<file path="src/rtl/sc_scbc_upsm.sv">
`default_nettype none
// ============================================================================
// Module   : sc_scbc_upsm
// Brief    : USB port state machine; sequences PHY config and port state
//            changes through the UPSI request/acknowledge channel.
// Revision : 1.0 - initial release
// ============================================================================
module sc_scbc_upsm #(
    parameter int CNT_W       = 8,
    parameter int RESET_MS    = 10,
    parameter int DEBOUNCE_MS = 2,
    parameter int RESUME_MS   = 20
) (
    input  logic       ULPICLK,
    input  logic       ULPIRSTB,
    input  logic       CFG_HOST,
    input  logic       CFG_DEVICE,
    input  logic       PRESET_REQ,
    input  logic       PSUSPEND_REQ,
    input  logic       PRESUME_REQ,
    output logic       UPSI_REQ,
    input  logic       UPSI_ACK,
    output logic       UPSI_TYPE,
    output logic [1:0] UPSI_STATE,
    output logic       UPSI_CFG,
    input  logic [1:0] ULPI_CCS,
    input  logic       FT_1MS,
    output logic       UPS_CONNECT,
    output logic       UPS_RESET,
    output logic       UPS_OPERATIONAL,
    output logic       UPS_SUSPEND,
    output logic       UPS_RESUME,
    output logic [3:0] UPS_STATE,
    output logic       UPS_EVENT
);

    // usbPortMode_e encoding carried on UPSI_STATE
    localparam logic [1:0] MODE_TRISTATE  = 2'd0;
    localparam logic [1:0] MODE_HOSTFS    = 2'd1;
    localparam logic [1:0] MODE_HOSTCHIRP = 2'd2;

    localparam logic [CNT_W-1:0] CNT_MAX    = '1;
    localparam logic [CNT_W-1:0] RESET_LAST = CNT_W'(RESET_MS - 1);
    localparam logic [CNT_W-1:0] RES_LAST   = CNT_W'(RESUME_MS - 1);
    localparam logic [CNT_W-1:0] DEB_LAST   = CNT_W'((DEBOUNCE_MS > 0) ? DEBOUNCE_MS - 1 : 0);

    typedef enum logic [3:0] {
        ST_OFF      = 4'd0,
        ST_TRANS    = 4'd1,
        ST_UNCONF   = 4'd2,
        ST_DISCON   = 4'd3,
        ST_DEBOUNCE = 4'd4,
        ST_DISABLE  = 4'd5,
        ST_RESET    = 4'd6,
        ST_OPER     = 4'd7,
        ST_SUSPEND  = 4'd8,
        ST_RESUME   = 4'd9
    } state_e;

    state_e           state, state_nxt;
    state_e           dest, dest_nxt;
    logic [CNT_W-1:0] cnt, cnt_nxt, cnt_inc;
    logic             cfg_flag, dev_mode, conn_prev;
    logic             req_nxt, type_nxt, cfg_nxt;
    logic [1:0]       mode_nxt, disc_mode;
    logic             connect_nxt, reset_nxt, oper_nxt, suspend_nxt, resume_nxt;
    logic             issue, iss_port, iss_cfg, iss_stay, start_reset;
    logic [1:0]       iss_mode;
    state_e           iss_dest;
    logic             unused_ccs;

    assign unused_ccs = ULPI_CCS[1];
    assign cnt_inc    = (cnt == CNT_MAX) ? cnt : cnt + 1'b1;
    assign disc_mode  = dev_mode ? MODE_TRISTATE : MODE_HOSTFS;
    assign UPS_STATE  = state;

    always_ff @(posedge ULPICLK or negedge ULPIRSTB) begin
        if (!ULPIRSTB) begin
            cfg_flag        <= 1'b0;
            dev_mode        <= 1'b0;
            state           <= ST_OFF;
            dest            <= ST_OFF;
            cnt             <= '0;
            UPSI_REQ        <= 1'b0;
            UPSI_TYPE       <= 1'b0;
            UPSI_STATE      <= MODE_TRISTATE;
            UPSI_CFG        <= 1'b0;
            UPS_CONNECT     <= 1'b0;
            UPS_RESET       <= 1'b0;
            UPS_OPERATIONAL <= 1'b0;
            UPS_SUSPEND     <= 1'b0;
            UPS_RESUME      <= 1'b0;
            conn_prev       <= 1'b0;
            UPS_EVENT       <= 1'b0;
        end else begin
            cfg_flag        <= CFG_HOST ^ CFG_DEVICE;
            dev_mode        <= CFG_DEVICE & ~CFG_HOST;
            state           <= state_nxt;
            dest            <= dest_nxt;
            cnt             <= cnt_nxt;
            UPSI_REQ        <= req_nxt;
            UPSI_TYPE       <= type_nxt;
            UPSI_STATE      <= mode_nxt;
            UPSI_CFG        <= cfg_nxt;
            UPS_CONNECT     <= connect_nxt;
            UPS_RESET       <= reset_nxt;
            UPS_OPERATIONAL <= oper_nxt;
            UPS_SUSPEND     <= suspend_nxt;
            UPS_RESUME      <= resume_nxt;
            conn_prev       <= UPS_CONNECT;
            UPS_EVENT       <= UPS_CONNECT ^ conn_prev;
        end
    end

    always_comb begin
        state_nxt   = state;
        dest_nxt    = dest;
        cnt_nxt     = cnt;
        req_nxt     = UPSI_REQ;
        type_nxt    = UPSI_TYPE;
        mode_nxt    = UPSI_STATE;
        cfg_nxt     = UPSI_CFG;
        connect_nxt = UPS_CONNECT;
        reset_nxt   = UPS_RESET;
        oper_nxt    = UPS_OPERATIONAL;
        suspend_nxt = UPS_SUSPEND;
        resume_nxt  = UPS_RESUME;
        issue       = 1'b0;
        iss_port    = 1'b0;
        iss_mode    = MODE_TRISTATE;
        iss_cfg     = 1'b0;
        iss_dest    = ST_OFF;
        iss_stay    = 1'b0;
        start_reset = 1'b0;

        case (state)
            ST_OFF: begin
                issue    = 1'b1;
                iss_port = 1'b1;
                iss_mode = MODE_TRISTATE;
                iss_dest = ST_UNCONF;
            end
            ST_TRANS: begin
                if (UPSI_REQ && UPSI_ACK) begin
                    req_nxt   = 1'b0;
                    state_nxt = dest;
                end
            end
            ST_UNCONF: begin
                // The config request is issued from here directly; its ack
                // chains straight into the port-state request.
                if (UPSI_REQ && UPSI_ACK) begin
                    issue    = 1'b1;
                    iss_port = 1'b1;
                    iss_mode = disc_mode;
                    iss_dest = ST_DISCON;
                end else if (cfg_flag && !UPSI_REQ) begin
                    issue    = 1'b1;
                    iss_cfg  = dev_mode;
                    iss_stay = 1'b1;
                end
            end
            default: begin
                if (!cfg_flag) begin
                    connect_nxt = 1'b0;
                    reset_nxt   = 1'b0;
                    oper_nxt    = 1'b0;
                    suspend_nxt = 1'b0;
                    resume_nxt  = 1'b0;
                    issue       = 1'b1;
                    iss_cfg     = 1'b1;
                    iss_dest    = ST_OFF;
                end else if (!ULPI_CCS[0] && state != ST_DISCON) begin
                    if (state == ST_DEBOUNCE) begin
                        state_nxt = ST_DISCON;
                    end else begin
                        connect_nxt = 1'b0;
                        reset_nxt   = 1'b0;
                        oper_nxt    = 1'b0;
                        suspend_nxt = 1'b0;
                        resume_nxt  = 1'b0;
                        issue       = 1'b1;
                        iss_port    = 1'b1;
                        iss_mode    = disc_mode;
                        iss_dest    = ST_DISCON;
                    end
                end else begin
                    case (state)
                        ST_DISCON: begin
                            if (ULPI_CCS[0]) begin
                                if (DEBOUNCE_MS == 0) begin
                                    state_nxt   = ST_DISABLE;
                                    connect_nxt = 1'b1;
                                end else begin
                                    cnt_nxt   = '0;
                                    state_nxt = ST_DEBOUNCE;
                                end
                            end
                        end
                        ST_DEBOUNCE: begin
                            if (FT_1MS) begin
                                if (cnt == DEB_LAST) begin
                                    state_nxt   = ST_DISABLE;
                                    connect_nxt = 1'b1;
                                end else begin
                                    cnt_nxt = cnt_inc;
                                end
                            end
                        end
                        ST_DISABLE: begin
                            if (!dev_mode && PRESET_REQ) begin
                                start_reset = 1'b1;
                            end
                        end
                        ST_RESET: begin
                            if (FT_1MS) begin
                                if (cnt == RESET_LAST) begin
                                    reset_nxt = 1'b0;
                                    oper_nxt  = 1'b1;
                                    issue     = 1'b1;
                                    iss_port  = 1'b1;
                                    iss_mode  = MODE_HOSTFS;
                                    iss_dest  = ST_OPER;
                                end else begin
                                    cnt_nxt = cnt_inc;
                                end
                            end
                        end
                        ST_OPER: begin
                            if (!dev_mode && PRESET_REQ) begin
                                oper_nxt    = 1'b0;
                                start_reset = 1'b1;
                            end else if (!dev_mode && PSUSPEND_REQ) begin
                                oper_nxt    = 1'b0;
                                suspend_nxt = 1'b1;
                                state_nxt   = ST_SUSPEND;
                            end
                        end
                        ST_SUSPEND: begin
                            if (!dev_mode && PRESET_REQ) begin
                                suspend_nxt = 1'b0;
                                start_reset = 1'b1;
                            end else if (!dev_mode && PRESUME_REQ) begin
                                resume_nxt = 1'b1;
                                cnt_nxt    = '0;
                                issue      = 1'b1;
                                iss_port   = 1'b1;
                                iss_mode   = MODE_HOSTCHIRP;
                                iss_dest   = ST_RESUME;
                            end
                        end
                        ST_RESUME: begin
                            if (FT_1MS) begin
                                if (cnt == RES_LAST) begin
                                    resume_nxt  = 1'b0;
                                    suspend_nxt = 1'b0;
                                    oper_nxt    = 1'b1;
                                    issue       = 1'b1;
                                    iss_port    = 1'b1;
                                    iss_mode    = MODE_HOSTFS;
                                    iss_dest    = ST_OPER;
                                end else begin
                                    cnt_nxt = cnt_inc;
                                end
                            end
                        end
                        default: begin
                        end
                    endcase
                end
            end
        endcase

        if (start_reset) begin
            reset_nxt = 1'b1;
            cnt_nxt   = '0;
            issue     = 1'b1;
            iss_port  = 1'b1;
            iss_mode  = MODE_HOSTCHIRP;
            iss_dest  = ST_RESET;
        end

        // Only the field matching the request type is reloaded.
        if (issue) begin
            req_nxt  = 1'b1;
            type_nxt = iss_port;
            if (iss_port) begin
                mode_nxt = iss_mode;
            end else begin
                cfg_nxt = iss_cfg;
            end
            if (!iss_stay) begin
                state_nxt = ST_TRANS;
                dest_nxt  = iss_dest;
            end
        end
    end

endmodule
`default_nettype wire

</file>
<file path="config.mk">
export PLATFORM = sky130hd
export DESIGN_NAME = sc_scbc_upsm
export DESIGN_NICKNAME = d
export VERILOG_FILES = /design/src/rtl/sc_scbc_upsm.sv
export SDC_FILE = /design/constraint.sdc
export NUM_CORES = 1
export LEC_CHECK = 0
export ABC_AREA = 0
export BUFFER_PORTS_ARGS = -buffer_cell sky130_fd_sc_hd__buf_2
export CAP_MARGIN = 20
export CORE_MARGIN = 4
export CORE_UTILIZATION = 52
export CTS_CLUSTER_DIAMETER = 200
export DETAILED_ROUTE_END_ITERATION = 10
export HOLD_SLACK_MARGIN = 0.05
export MAX_ROUTING_LAYER = met4
export PLACE_DENSITY = 0.76
export SLEW_MARGIN = 25
export SYNTH_ARGS = -nofsm -noshare
export SYNTH_HDL_FRONTEND = slang
export SYNTH_SLANG_ARGS = --single-unit
</file>
<file path="constraint.sdc">
create_clock -name ULPICLK -period 2.6 [get_ports ULPICLK]
set_clock_uncertainty 0.2 [all_clocks]
set_input_delay 0.39 -clock ULPICLK [delete_from_list [all_inputs] [get_ports ULPICLK]]
set_output_delay 0.39 -clock ULPICLK [all_outputs]
set_load 0.02 [all_outputs]
</file>
Word level (Yosys, flattened, before mapping)
Cells that the tools add are included.
{"block": "totals", "output_inout_bits": 15, "elab_cells": 220, "input_bits": 11, "ff_bits": 30}
{"block": "op_classes", "eq_ne": 46, "n_reduce_logical": 28, "n_bitwise": 7, "n_addsub": 1, "mux": 122}
{"cell": "2-to-1 mux 8 bit", "count": 14}
{"cell": "2-to-1 mux 1 bit", "count": 67}
{"cell": "2-to-1 mux 4 bit", "count": 16}
{"cell": "!= test 4 bit, second input constant", "count": 10}
{"cell": "one-hot mux 8 bit (5 select lines)", "count": 1}
{"cell": "one-hot mux 4 bit (3 select lines)", "count": 3}
{"cell": "!= test 3 bit, second input constant", "count": 10}
{"cell": "== test 4 x 3 -> 1 bit, second input constant", "count": 4}
{"cell": "AND reduction 8 bit", "count": 2}
{"cell": "one-hot mux 1 bit (3 select lines)", "count": 5}
{"cell": "2-to-1 mux 2 bit", "count": 7}
{"cell": "AND reduction 13 bit", "count": 1}
{"cell": "2-to-1 mux 3 bit", "count": 4}
{"cell": "!= test 4 x 1 -> 1 bit, second input constant", "count": 3}
{"cell": "!= test 5 x 1 -> 1 bit, second input constant", "count": 2}
{"cell": "AND reduction 5 bit", "count": 2}
{"cell": "adder 8 x 1 -> 8 bit, second input constant", "count": 1}
{"cell": "== test 4 x 2 -> 1 bit, second input constant", "count": 2}
{"cell": "== test 4 bit, second input constant", "count": 2}
{"cell": "== test 8 x 1 -> 1 bit, second input constant", "count": 1}
{"cell": "== test 8 x 4 -> 1 bit, second input constant", "count": 1}
{"cell": "== test 8 x 5 -> 1 bit, second input constant", "count": 1}
{"cell": "== test 8 bit, second input constant", "count": 1}
{"cell": "!= test 4 x 2 -> 1 bit, second input constant", "count": 2}
{"cell": "other kinds (22)", "count": 42}

Longest topological paths before layout
Gate-level depths: netlist of run 1.
{"block": "depth", "ltp_word": 11, "mapped_depth": 9, "mapped_depth_nobuf": 8}

Worst setup path after synthesis of run 1
No wires, ideal clock.
{"block": "synth_timing", "kind": "reg2reg", "from": "register cnt[2]", "to": "register cnt[2]", "required_ps": 2272, "n_path_buf": 1, "setup_time_ps": 128, "synth_period_minus_slack_ps": 2545, "path_stages_with_launch": 8, "path_slack_ps": 55, "arrival_time_ps": 2217, "cell_sequence": "dfrtp_1 -> or4_4 -> or4_1 -> a311o_1 -> a21oi_2 -> or2_2 -> buf_2 -> o31ai_1"}
{"block": "synth_via", "elab_chain_cells": 9, "word_cells_on_any_way": 21, "cone_classes": "add/sub: 1; eq/ne: 7; mux: 12; reduce/logical: 1"}
{"item": "start, declared", "line_no": "62", "text": "logic [CNT_W-1:0] cnt, cnt_nxt, cnt_inc;"}
{"item": "start signal, assigned", "line_no": "100", "text": "cnt <= cnt_nxt;"}
{"item": "adder 8 x 1 -> 8 bit / == test 8 bit (equally long branches)", "line_no": "73", "text": "assign cnt_inc = (cnt == CNT_MAX) ? cnt : cnt + 1'b1;"}
{"item": "2-to-1 mux 8 bit", "line_no": "73"}
{"item": "2-to-1 mux 8 bit, on equally long branches", "line_no": "254, 202, 217"}
{"item": "2-to-1 mux 8 bit, on equally long branches", "line_no": "253, 201, 216"}
{"item": "one-hot mux 8 bit (5 select lines)", "line_no": "188", "text": "case (state)"}
{"item": "2-to-1 mux 8 bit", "line_no": "173", "text": "end else if (!ULPI_CCS[0] && state != ST_DISCON) begin"}
{"item": "2-to-1 mux 8 bit", "line_no": "164", "text": "if (!cfg_flag) begin"}
{"item": "2-to-1 mux 8 bit", "line_no": "136", "text": "case (state)"}
{"item": "2-to-1 mux 8 bit", "line_no": "274", "text": "if (start_reset) begin"}
Parallel ways exist; a longest one is shown, timed or not. The select of a mux whose other input is x is not followed.
A chain may end at the register's enable or synchronous reset.

Final worst setup path of run 1
{"block": "layout_timing", "from": "register state[0], in the netlist UPS_STATE[0]", "to": "register cnt[3]"}
{"block": "layout_via", "elab_chain_cells": 8, "word_cells_on_any_way": 37, "cone_classes": "eq/ne: 21; mux: 9; reduce/logical: 7"}
{"item": "start, declared", "line_no": "60", "text": "state_e state, state_nxt;"}
{"item": "start signal, assigned", "line_no": "98", "text": "state <= state_nxt;"}
{"item": "== test 4 bit / == test 4 x 3 -> 1 bit (equally long branches)", "line_no": "188"}
{"item": "OR reduction 3 bit (no source line)"}
{"item": "2-to-1 mux 1 bit"}
{"item": "2-to-1 mux 1 bit", "line_no": "173"}
{"item": "2-to-1 mux 1 bit", "line_no": "164"}
{"item": "2-to-1 mux 1 bit", "line_no": "136"}
{"item": "!= test 3 bit (no source line) (tied with other cells)"}
{"item": "AND reduction 13 bit (no source line)"}
Parallel ways exist; a longest one is shown, timed or not. The select of a mux whose other input is x is not followed.

==> results of run 1 <==
cell families after synthesis:
group	Yosys count	share of synthesized area (%)
DFF	30	37.36
adders and majority gates	3	1.868
buffers and inverters	24	4.981
muxes	1	0.4982
xor gates and xnor gates	1	0.4359
and+or+nand+nor	89	25.53
AOI/OAI and AO/OA	91	29.33
area by class of cell:
type                       instances  area (µm²)
multi-input combinational        185        1210
tap                               48       60.06
clock inverter                     2       10.01
fill                             301        1141
clock buffer                       5       68.82
timing repair buffer              61       404.1
sequential                        30       753.2
inverter                          11       41.29
power groups by stage:
stage	sequential (W)	clock (W)	combinational [W]
floorplan	0.000637	0	0.000496
global placement	0.000599	0	0.000840
detailed placement	0.000601	0	0.000847
CTS	0.000593	0.000359	0.000852
global route	0.000603	0.000382	0.000980
finish	0.000596	0.000346	0.000895
through the flow:
step	util, %	hold slack (ns)	instances	area (µm²)	setup slack, ns
2_1_floorplan	-	-0.1056	239	2009	0.05498
3_3_place_gp	65.10	0.2247	334	2401	0.02272
3_5_place_dp	65.10	0.2299	334	2401	0.01475
4_1_cts	67.50	0.1326	342	2490	0.004243
5_1_grt	69.06	0.1428	342	2547	-0.07819
6_report	69.06	0.1365	342	2547	0.02774
layer usage:
layer  vias up  GRT usage, %  wire (µm)
met5         -             -          0
met4         0         6.383        122
met3        20         6.187        573
met2       121         31.58       2433
met1       990         33.48       2393
li1       1003             -          -
placed cells by master, fill, tap and decap left out, types with 3 or more instances in the layout:
master and count:
a21o_1 5, a21oi_1 21, a31oi_1 3, and2_1 5, buf_2 24, buf_4 35, clkbuf_8 5, dfrtp_1 28
ha_1 3, inv_1 11, nand2_1 13, nand2b_1 6, nand3_1 4, nand3b_1 3, nand4_1 3, nor2_1 21
nor2b_1 3, nor3_1 3, nor3b_1 3, o21a_1 5, o21ai_0 23, o21ai_1 4, o31ai_1 7, or2_2 3
or3_1 3, or4_1 3
worst paths after layout:
| kind | end | slack, ns | startpoint | depth (start not counted) |
|---|---|---|---|---|
| max in group asynchronous | UPS_STATE[3] | 1.27 | ULPIRSTB | 2 |
| min in group asynchronous | UPS_EVENT | 0.47 | ULPIRSTB | 2 |
| min reg2reg | conn_prev | 0.24 | UPS_CONNECT | 0 |
| max | cnt[3] | 0.03 | UPS_STATE[0] | 7 |
| min | dev_mode | 0.14 | CFG_DEVICE | 2 |
| max reg2reg | cnt[3] | 0.03 | UPS_STATE[0] | 7 |
registers in the layout, indices dropped and copies added, names as in the netlist, 2 cells and up:
signal / flops
UPSI_STATE: 2
dest: 4
cnt: 8
UPS_STATE: 4
repair_timing:
action / 4_1_cts / 5_1_grt
gates resized for setup: 0 / 15
buffers inserted: 0 / 0
hold buffers: 1 / 0
endpoints found under the hold margin: 30 / 0
setup endpoints to repair: 2 / 19
pin swaps: 1 / 5
==> results.ini, run 1 <==
[die]
initial_core_util_pct = 54.48
core_um2 = 3689
io_pins = 26
rows = 22
die_w_um = 70.17
fp.dieH_um = 70.17
die_area_um2 = 4923

[sta]
rsz0062_at_grt = true
slew_viol_final = 0
post-route-min-period_ns = 2.572
finalCritPeriodShare_pct = 98.93
fmax_mhz = 388.8
maxSlewHeadroom_pct = 56.64
tns_ns = 0
setup-violations-final = 0
finalHoldViolCount = 0
worst_pin_slew_ns = 0.6505

[cells_and_area]
antennaDiodeCount = 0
syn_to_final_growth_pct = 26.77
finalNetCount = 308
drive_above_1_share_pct = 30.61

[power]
peakVddDrop_mv = 0.3951
p_int_w = 0.001075
power_frac_comb_pct = 48.7
power.leakage_nw = 1.148
switchingPower_w = 0.0007616
power_density_nw_per_um2 = 721.0
swShare_pct = 41.46
seqPwrFrac_pct = 32.4
fin_total_pwr_w = 0.001837
p_clk_share_pct = 18.8

[logic_synthesis]
ys_warn_count = 0
yosysMostFrequentCell = dfrtp_1
synth_cells = 239
synth.top_cell.area_share_pct = 37.36
synth_cell_types = 57
ys_seq_elements = 30
synth_common_cells = dfrtp_1 (30), o21ai_0 (25), nor2_1 (22)
async_reset_ff_share_pct = 100.0
synth_edf_count = 0
synth_area_um2 = 2009
yosysTopAreaCell = dfrtp_1
syn_avg_cell_area_um2 = 8.408
ys_seq_area_share_pct = 37.36
syn-num-nets = 253
synthTopCellsByArea = dfrtp_1 (37%), o21ai_0 (6.2%), a21oi_1 (5.2%)
synth_flop_cell = dfrtp_1

[grt]
antenna_found_initial = 0
gr-total-overflow = 0
grtUsageTotal_pct = 23.07
grt_max_degree = 31
grt_pass1_vias = 1851
grt_pass1_wl_mm = 8.880

[placed_design]
io_buffer_count = 24
dp_hpwl_mm = 4.069
routabilityCongestion = 1.007

[setup_path]
critPathLaunchType = register
crit_arrival_ns = 2.58
worst-setup-path-type = register to register
crit_slowest_cell = or4_2
cp_num_buf_inv = 1
path_cells = buf_4 > and2_1 > o221ai_1 > nor4_2 > a21oi_4 > or4_2 > a21oi_1
slowest_delay_ns = 0.65
path_delay_family = simple AND/OR/NAND/NOR gates
worst_setup_path_end_kind = register
cp.required_ns = 2.61
crit_fanout = 8

[detailed_routing]
antenna_left = 0
via_per_inst = 6.240
vias = 2134
drc = 0
drtIter0Drc = 207
first_pass_iters = 7
drt_wl_total_mm = 5.523
detail_route.wl_per_cell_um = 16.15

[cts]
root_buffer = clkbuf_8
cts-buffers-inserted = 5
clk_pin_slew_ns = 0.06
clock-sinks = 30
clockBufferDepth = 2
clk_latency_ns = 0.29
cts_tree = done
htree_levels = 2

[job]
maxCapViolCount = 0

[worst_hold_path]
min_path_type = input port to register

[status]
outcome = complete, no violations

(Power assumes the default switching activity.)
==> inputs of run 2 (changes only) <==
REMOVE_ABC_BUFFERS = 1   (was not set)
==> run 2 against run 1 <==
  * Sequential share of layout area is 0.27 points lower
  * Largest power group unchanged
  * First-iteration DRC count is 7.2% lower
  * Routed wire length is 2.6% higher
  * Final area is 0.93% higher
  * Global-route usage is 1.3 points higher
  * Sequential cell count stayed put
  * Die area stayed put
  * Non-clock buffer count is 1 higher
==> results.ini, run 2 (synthesis results as in run 1) <==
[status]
outcome = complete, no violations  ; unchanged

[setup_path]
cp_num_buf_inv = 1  ; unchanged
critPathLaunchType = register  ; unchanged
crit_arrival_ns = 2.54  ; was 2.58 ns
worst-setup-path-type = register to register  ; unchanged
worst_setup_path_end_kind = register  ; unchanged
path_delay_family = simple AND/OR/NAND/NOR gates  ; unchanged
crit_fanout = 7  ; was 8
cp.required_ns = 2.57  ; was 2.61 ns
slowest_delay_ns = 0.55  ; was 0.65 ns
path_cells = or4_4 > or4_1 > a311o_1 > a21oi_4 > buf_4 > o21ai_0 > o31ai_1  ; was buf_4 > and2_1 > o221ai_1 > nor4_2 > a21oi_4 > or4_2 > a21oi_1
crit_slowest_cell = or4_4  ; was or4_2

[cells_and_area]
layout_common_cells = buf_4 (37), dfrtp_1 (28), buf_2 (24), o21ai_0 (22)  ; was buf_4 (35), dfrtp_1 (28), buf_2 (24), o21ai_0 (23)
final_common_cell = buf_4  ; unchanged
layout.area.seq_um2 = 753.2  ; unchanged
finalNetCount = 309  ; was 308
stdcell_count = 343  ; was 342
nFillCells = 300  ; was 301
syn_to_final_growth_pct = 27.96  ; was 26.77%
antennaDiodeCount = 0  ; unchanged
drive_above_1_share_pct = 30.17  ; was 30.61%
top_register = cnt  ; unchanged
largest_reg_flops = 8  ; unchanged
final_area_um2 = 2571  ; was 2547 µm²
multi_input_area_um2 = 1230  ; was 1210 µm²

[placed_design]
dp_hpwl_mm = 4.254  ; was 4.069 mm
io_buffer_count = 24  ; unchanged
routabilityCongestion = 0.9442  ; was 1.007
post_dp_cell_area_um2 = 2394  ; was 2401 µm²
pre_cts_slack_ns = -0.08146  ; was 0.01475 ns
post-place-cells = 333  ; was 334

[cts]
clock-sinks = 30  ; unchanged
cts-buffers-inserted = 5  ; unchanged
htree_levels = 2  ; unchanged
cts_tree = done  ; unchanged
root_buffer = clkbuf_8  ; unchanged
clk_latency_ns = 0.29  ; about the same
clk_pin_slew_ns = 0.06  ; about the same
clockBufferDepth = 2  ; unchanged

[grt]
antenna_found_initial = 0  ; unchanged
grt_pass1_wl_mm = 9.384  ; was 8.880 mm
grt_pass1_vias = 2021  ; was 1,851
grtUsageTotal_pct = 24.36  ; was 23.07%
gr-total-overflow = 0  ; unchanged
grt_max_degree = 31  ; unchanged

[sta]
post-route-min-period_ns = 2.568  ; was 2.572 ns
holdWs_ns = 0.1437  ; was 0.1365 ns
worst_pin_slew_ns = 0.6477  ; was 0.6505 ns
rsz0062_at_grt = true  ; unchanged
finalHoldViolCount = 0  ; unchanged
setup-violations-final = 0  ; unchanged
maxSlewHeadroom_pct = 56.82  ; was 56.64%
setup_ws_ns = 0.03248  ; was 0.02774 ns
tns_ns = 0  ; unchanged
slew_viol_final = 0  ; unchanged
finalCritPeriodShare_pct = 98.75  ; was 98.93%
fmax_mhz = 389.5  ; was 388.8 MHz

[die]
die_area_um2 = 4923  ; unchanged
initial_core_util_pct = 54.48  ; unchanged
core_um2 = 3689  ; unchanged
fp.dieH_um = 70.17  ; unchanged
io_pins = 26  ; unchanged
rows = 22  ; unchanged
die_w_um = 70.17  ; unchanged

[worst_hold_path]
min_path_type = input port to register  ; unchanged

[detailed_routing]
via_per_inst = 6.163  ; was 6.240
drt_wl_total_mm = 5.667  ; was 5.523 mm
drtIter0Drc = 192  ; was 207
drc = 0  ; unchanged
detail_route.wl_per_cell_um = 16.52  ; was 16.15 µm
vias = 2114  ; was 2,134
antenna_left = 0  ; unchanged
first_pass_iters = 5  ; was 7

[power]
power_density_nw_per_um2 = 711.9  ; was 721.0 nW/µm²
peakVddDrop_mv = 0.3645  ; was 0.3951 mV
power.leakage_nw = 1.152  ; was 1.148 nW

[job]
maxCapViolCount = 0  ; unchanged

## run 2: per-stage QoR
| stage | utilization [%] | power (W) |
|---|---|---|
| detailed placement | 64.89 | 0.001430 |
| finish | 69.71 | 0.001830 |
| floorplan | - | 0.001111 |
| global placement | 64.89 | 0.001418 |
| global route | 69.71 | 0.001962 |
| CTS | 67.50 | 0.001796 |
## run 2: worst paths after layout
kind,startpoint,endpoint,slack [ns],cells after the start
min in group asynchronous,ULPIRSTB,UPS_EVENT,0.46,2
min,CFG_DEVICE,dev_mode,0.14,2
max,cnt[2],cnt[0],0.03,7
max reg2reg,cnt[2],cnt[0],0.03,7
max in group asynchronous,ULPIRSTB,UPS_STATE[3],1.28,2
min reg2reg,conn_prev,UPS_EVENT,0.24,1
## run 2: area by class of cell
cell class	count	area share (%)
clock buffer	5	2.676
clock inverter	2	0.3893
inverter	11	1.606
multi-input combinational	185	47.83
sequential	30	29.29
tap	48	2.336
timing repair buffer	62	15.86
## run 2: repair_timing
action | in CTS | in global routing
resized for setup | 1 | 15
setup endpoints to repair | 9 | 19
hold buffers | 1 | 0
pin swaps | 1 | 4
setup buffers | 0 | 2
endpoints found under the hold margin | 30 | 0
## run 2: layer usage
layer	wire [µm]	global-route usage, %	up-vias	share of wire, %
met4	112	9.149	0	2.0
li1	-	-	1011	-
met2	2499	35.99	99	44
met5	0	-	-	0
met3	459	5.612	14	8.1
met1	2596	32.61	990	46
## run 2: power breakdown
part	switching [W]	leakage [nW]	internal, W	total [W]
Sequential	0.0000507	0.396	0.000533	0.000584
Combinational	0.000539	0.712	0.000354	0.000893
Clock	0.000175	0.0438	0.000179	0.000354
Total	0.000764	1.15	0.00107	0.00183
==> inputs of run 3 (changes only) <==
MAX_ROUTING_LAYER = not set   (was met4)
==> run 3 against run 2 <==
  * Combinational power decreased by 3.8%
  * First-iteration DRC count increased by 44%
  * Utilization decreased by 1.1 points
  * Global-route usage decreased by 2.5 points
  * Cell count decreased by 0.87%
  * Clock power increased by 8.5%
  * Via count decreased by 1.6%
  * Largest cell class unchanged
==> results.ini, run 3 (synthesis results as in run 1) <==
[status]
outcome = complete, no violations  ; unchanged

[detailed_routing]
vias = 2080  ; was 2,114
detail_route.wl_per_cell_um = 15.85  ; was 16.52 µm
via_per_inst = 6.118  ; was 6.163
drtIter0Drc = 277  ; was 192
drt_wl_total_mm = 5.389  ; was 5.667 mm
drc = 0  ; unchanged
first_pass_iters = 6  ; was 5
antenna_left = 0  ; unchanged

[power]
peakVddDrop_mv = 0.3091  ; was 0.3645 mV
power.leakage_nw = 1.142  ; was 1.152 nW
fin_total_pwr_w = 0.001831  ; was 0.001830 W
power_density_nw_per_um2 = 723.8  ; was 711.9 nW/µm²

[sta]
finalHoldViolCount = 0  ; unchanged
worst_pin_slew_ns = 0.6591  ; was 0.6477 ns
slew_viol_final = 0  ; unchanged
fmax_mhz = 395.0  ; was 389.5 MHz
post-route-min-period_ns = 2.531  ; was 2.568 ns
finalCritPeriodShare_pct = 97.36  ; was 98.75%
maxSlewHeadroom_pct = 56.06  ; was 56.82%
rsz0062_at_grt = true  ; unchanged
setup-violations-final = 0  ; unchanged
tns_ns = 0  ; unchanged

[die]
initial_core_util_pct = 54.48  ; unchanged
die_area_um2 = 4923  ; unchanged
rows = 22  ; unchanged
io_pins = 26  ; unchanged
core_um2 = 3689  ; unchanged
die_w_um = 70.17  ; unchanged
fp.dieH_um = 70.17  ; unchanged

[grt]
grt_max_degree = 31  ; unchanged
gr-total-overflow = 0  ; unchanged
antenna_found_initial = 0  ; unchanged
grt_pass1_vias = 1923  ; was 2,021
grtUsageTotal_pct = 21.83  ; was 24.36%
grt_pass1_wl_mm = 8.776  ; was 9.384 mm

[cts]
clk_pin_slew_ns = 0.06  ; about the same
clockBufferDepth = 2  ; unchanged
root_buffer = clkbuf_8  ; unchanged
clock-sinks = 30  ; unchanged
cts-buffers-inserted = 5  ; unchanged
clk_latency_ns = 0.28  ; was 0.29 ns
htree_levels = 2  ; unchanged
cts_tree = done  ; unchanged

[job]
maxCapViolCount = 0  ; unchanged

[cells_and_area]
antennaDiodeCount = 0  ; unchanged
finalNetCount = 305  ; was 309
top_register = cnt  ; unchanged
final_common_cell = buf_4  ; unchanged
largest_reg_flops = 8  ; unchanged
layout_common_cells = buf_4 (31), dfrtp_1 (29), buf_2 (24), o21ai_0 (23), nor2_1 (22)  ; was buf_4 (37), dfrtp_1 (28), buf_2 (24), o21ai_0 (22)
syn_to_final_growth_pct = 25.90  ; was 27.96%
drive_above_1_share_pct = 27.74  ; was 30.17%
nFillCells = 301  ; was 300

[placed_design]
io_buffer_count = 24  ; unchanged
routabilityCongestion = 0.9040  ; was 0.9442
dp_hpwl_mm = 4.024  ; was 4.254 mm

[setup_path]
cp.required_ns = 2.61  ; was 2.57 ns
crit_arrival_ns = 2.54  ; about the same
crit_fanout = 13  ; was 7
crit_slowest_cell = or4_2  ; was or4_4
worst-setup-path-type = register to register  ; unchanged
worst_setup_path_end_kind = register  ; unchanged
path_delay_family = simple AND/OR/NAND/NOR gates  ; unchanged
path_cells = buf_12 > and4bb_2 > o21ai_1 > nor2_1 > a21oi_4 > or4_2 > a21oi_1  ; was or4_4 > or4_1 > a311o_1 > a21oi_4 > buf_4 > o21ai_0 > o31ai_1
slowest_delay_ns = 0.65  ; was 0.55 ns
cp_num_buf_inv = 1  ; unchanged
critPathLaunchType = register  ; unchanged

[worst_hold_path]
min_path_type = input port to register  ; unchanged

[run 3: cell count changes in the layout (fill, tap and decap cells not counted), sizes merged]
| cell | before | now |
|---|---|---|
| buf | 61 | 57 |
| clkbuf | 5 | 7 |
| clkinv | 2 | 1 |
[run 3: final timing paths]
path,startpoint,end,slack [ns],depth (start not counted)
max in group asynchronous,ULPIRSTB,UPS_STATE[3],1.27,2
max,UPS_STATE[2],cnt[3],0.07,7
min reg2reg,conn_prev,UPS_EVENT,0.24,1
min,CFG_DEVICE,dev_mode,0.14,2
max reg2reg,UPS_STATE[2],cnt[3],0.07,7
min in group asynchronous,ULPIRSTB,UPS_EVENT,0.47,2
[run 3: timing repair]
item                                    CTS  global route
hold buffers                              1             0
gates resized for setup                   3             6
pin swaps                                 1             4
setup buffers                             0             1
endpoints found under the setup margin    8            18
endpoints found under the hold margin    30             0
[run 3: area by class of cell]
| class | count | area (µm²) | area share [%] |
|---|---|---|---|
| flip-flops and latches | 30 | 752.0 | 29.72 |
| well taps | 48 | 60.06 | 2.374 |
| clock buffers | 7 | 86.33 | 3.412 |
| inverters | 11 | 41.29 | 1.632 |
| clock inverters | 1 | 5.005 | 0.1978 |
| repair buffers | 58 | 394.1 | 15.58 |
| multi-input cells | 185 | 1191 | 47.08 |
[run 3: layer usage]
metal	GRT usage, %	routed length (µm)	vias to the layer above
met3	5.324	525	8
li1	-	-	999
met1	31.52	2477	955
met2	31.48	2311	118
met4	8.085	75	0
met5	0	0	-
[run 3: power by group]
| group | switching [W] | total [W] | internal (W) |
|---|---|---|---|
| Clock | 0.000171 | 0.000384 | 0.000213 |
| Sequential | 0.0000556 | 0.000588 | 0.000533 |
| Combinational | 0.000518 | 0.000859 | 0.000342 |
| Total | 0.000744 | 0.00183 | 0.00109 |
[run 3: stage by stage]
step	instances	instance area [µm²]	setup WS [ns]	util, %	hold WS, ns
2_1_floorplan	226	1951	-0.03643	-	-0.1056
3_3_place_gp	330	2384	0.0008435	64.62	0.2236
3_5_place_dp	330	2384	-0.03736	64.62	0.2294
4_1_cts	339	2505	0.005710	67.91	0.1428
5_1_grt	340	2530	-0.03900	68.59	0.1655
6_report	340	2530	0.06858	68.59	0.1426
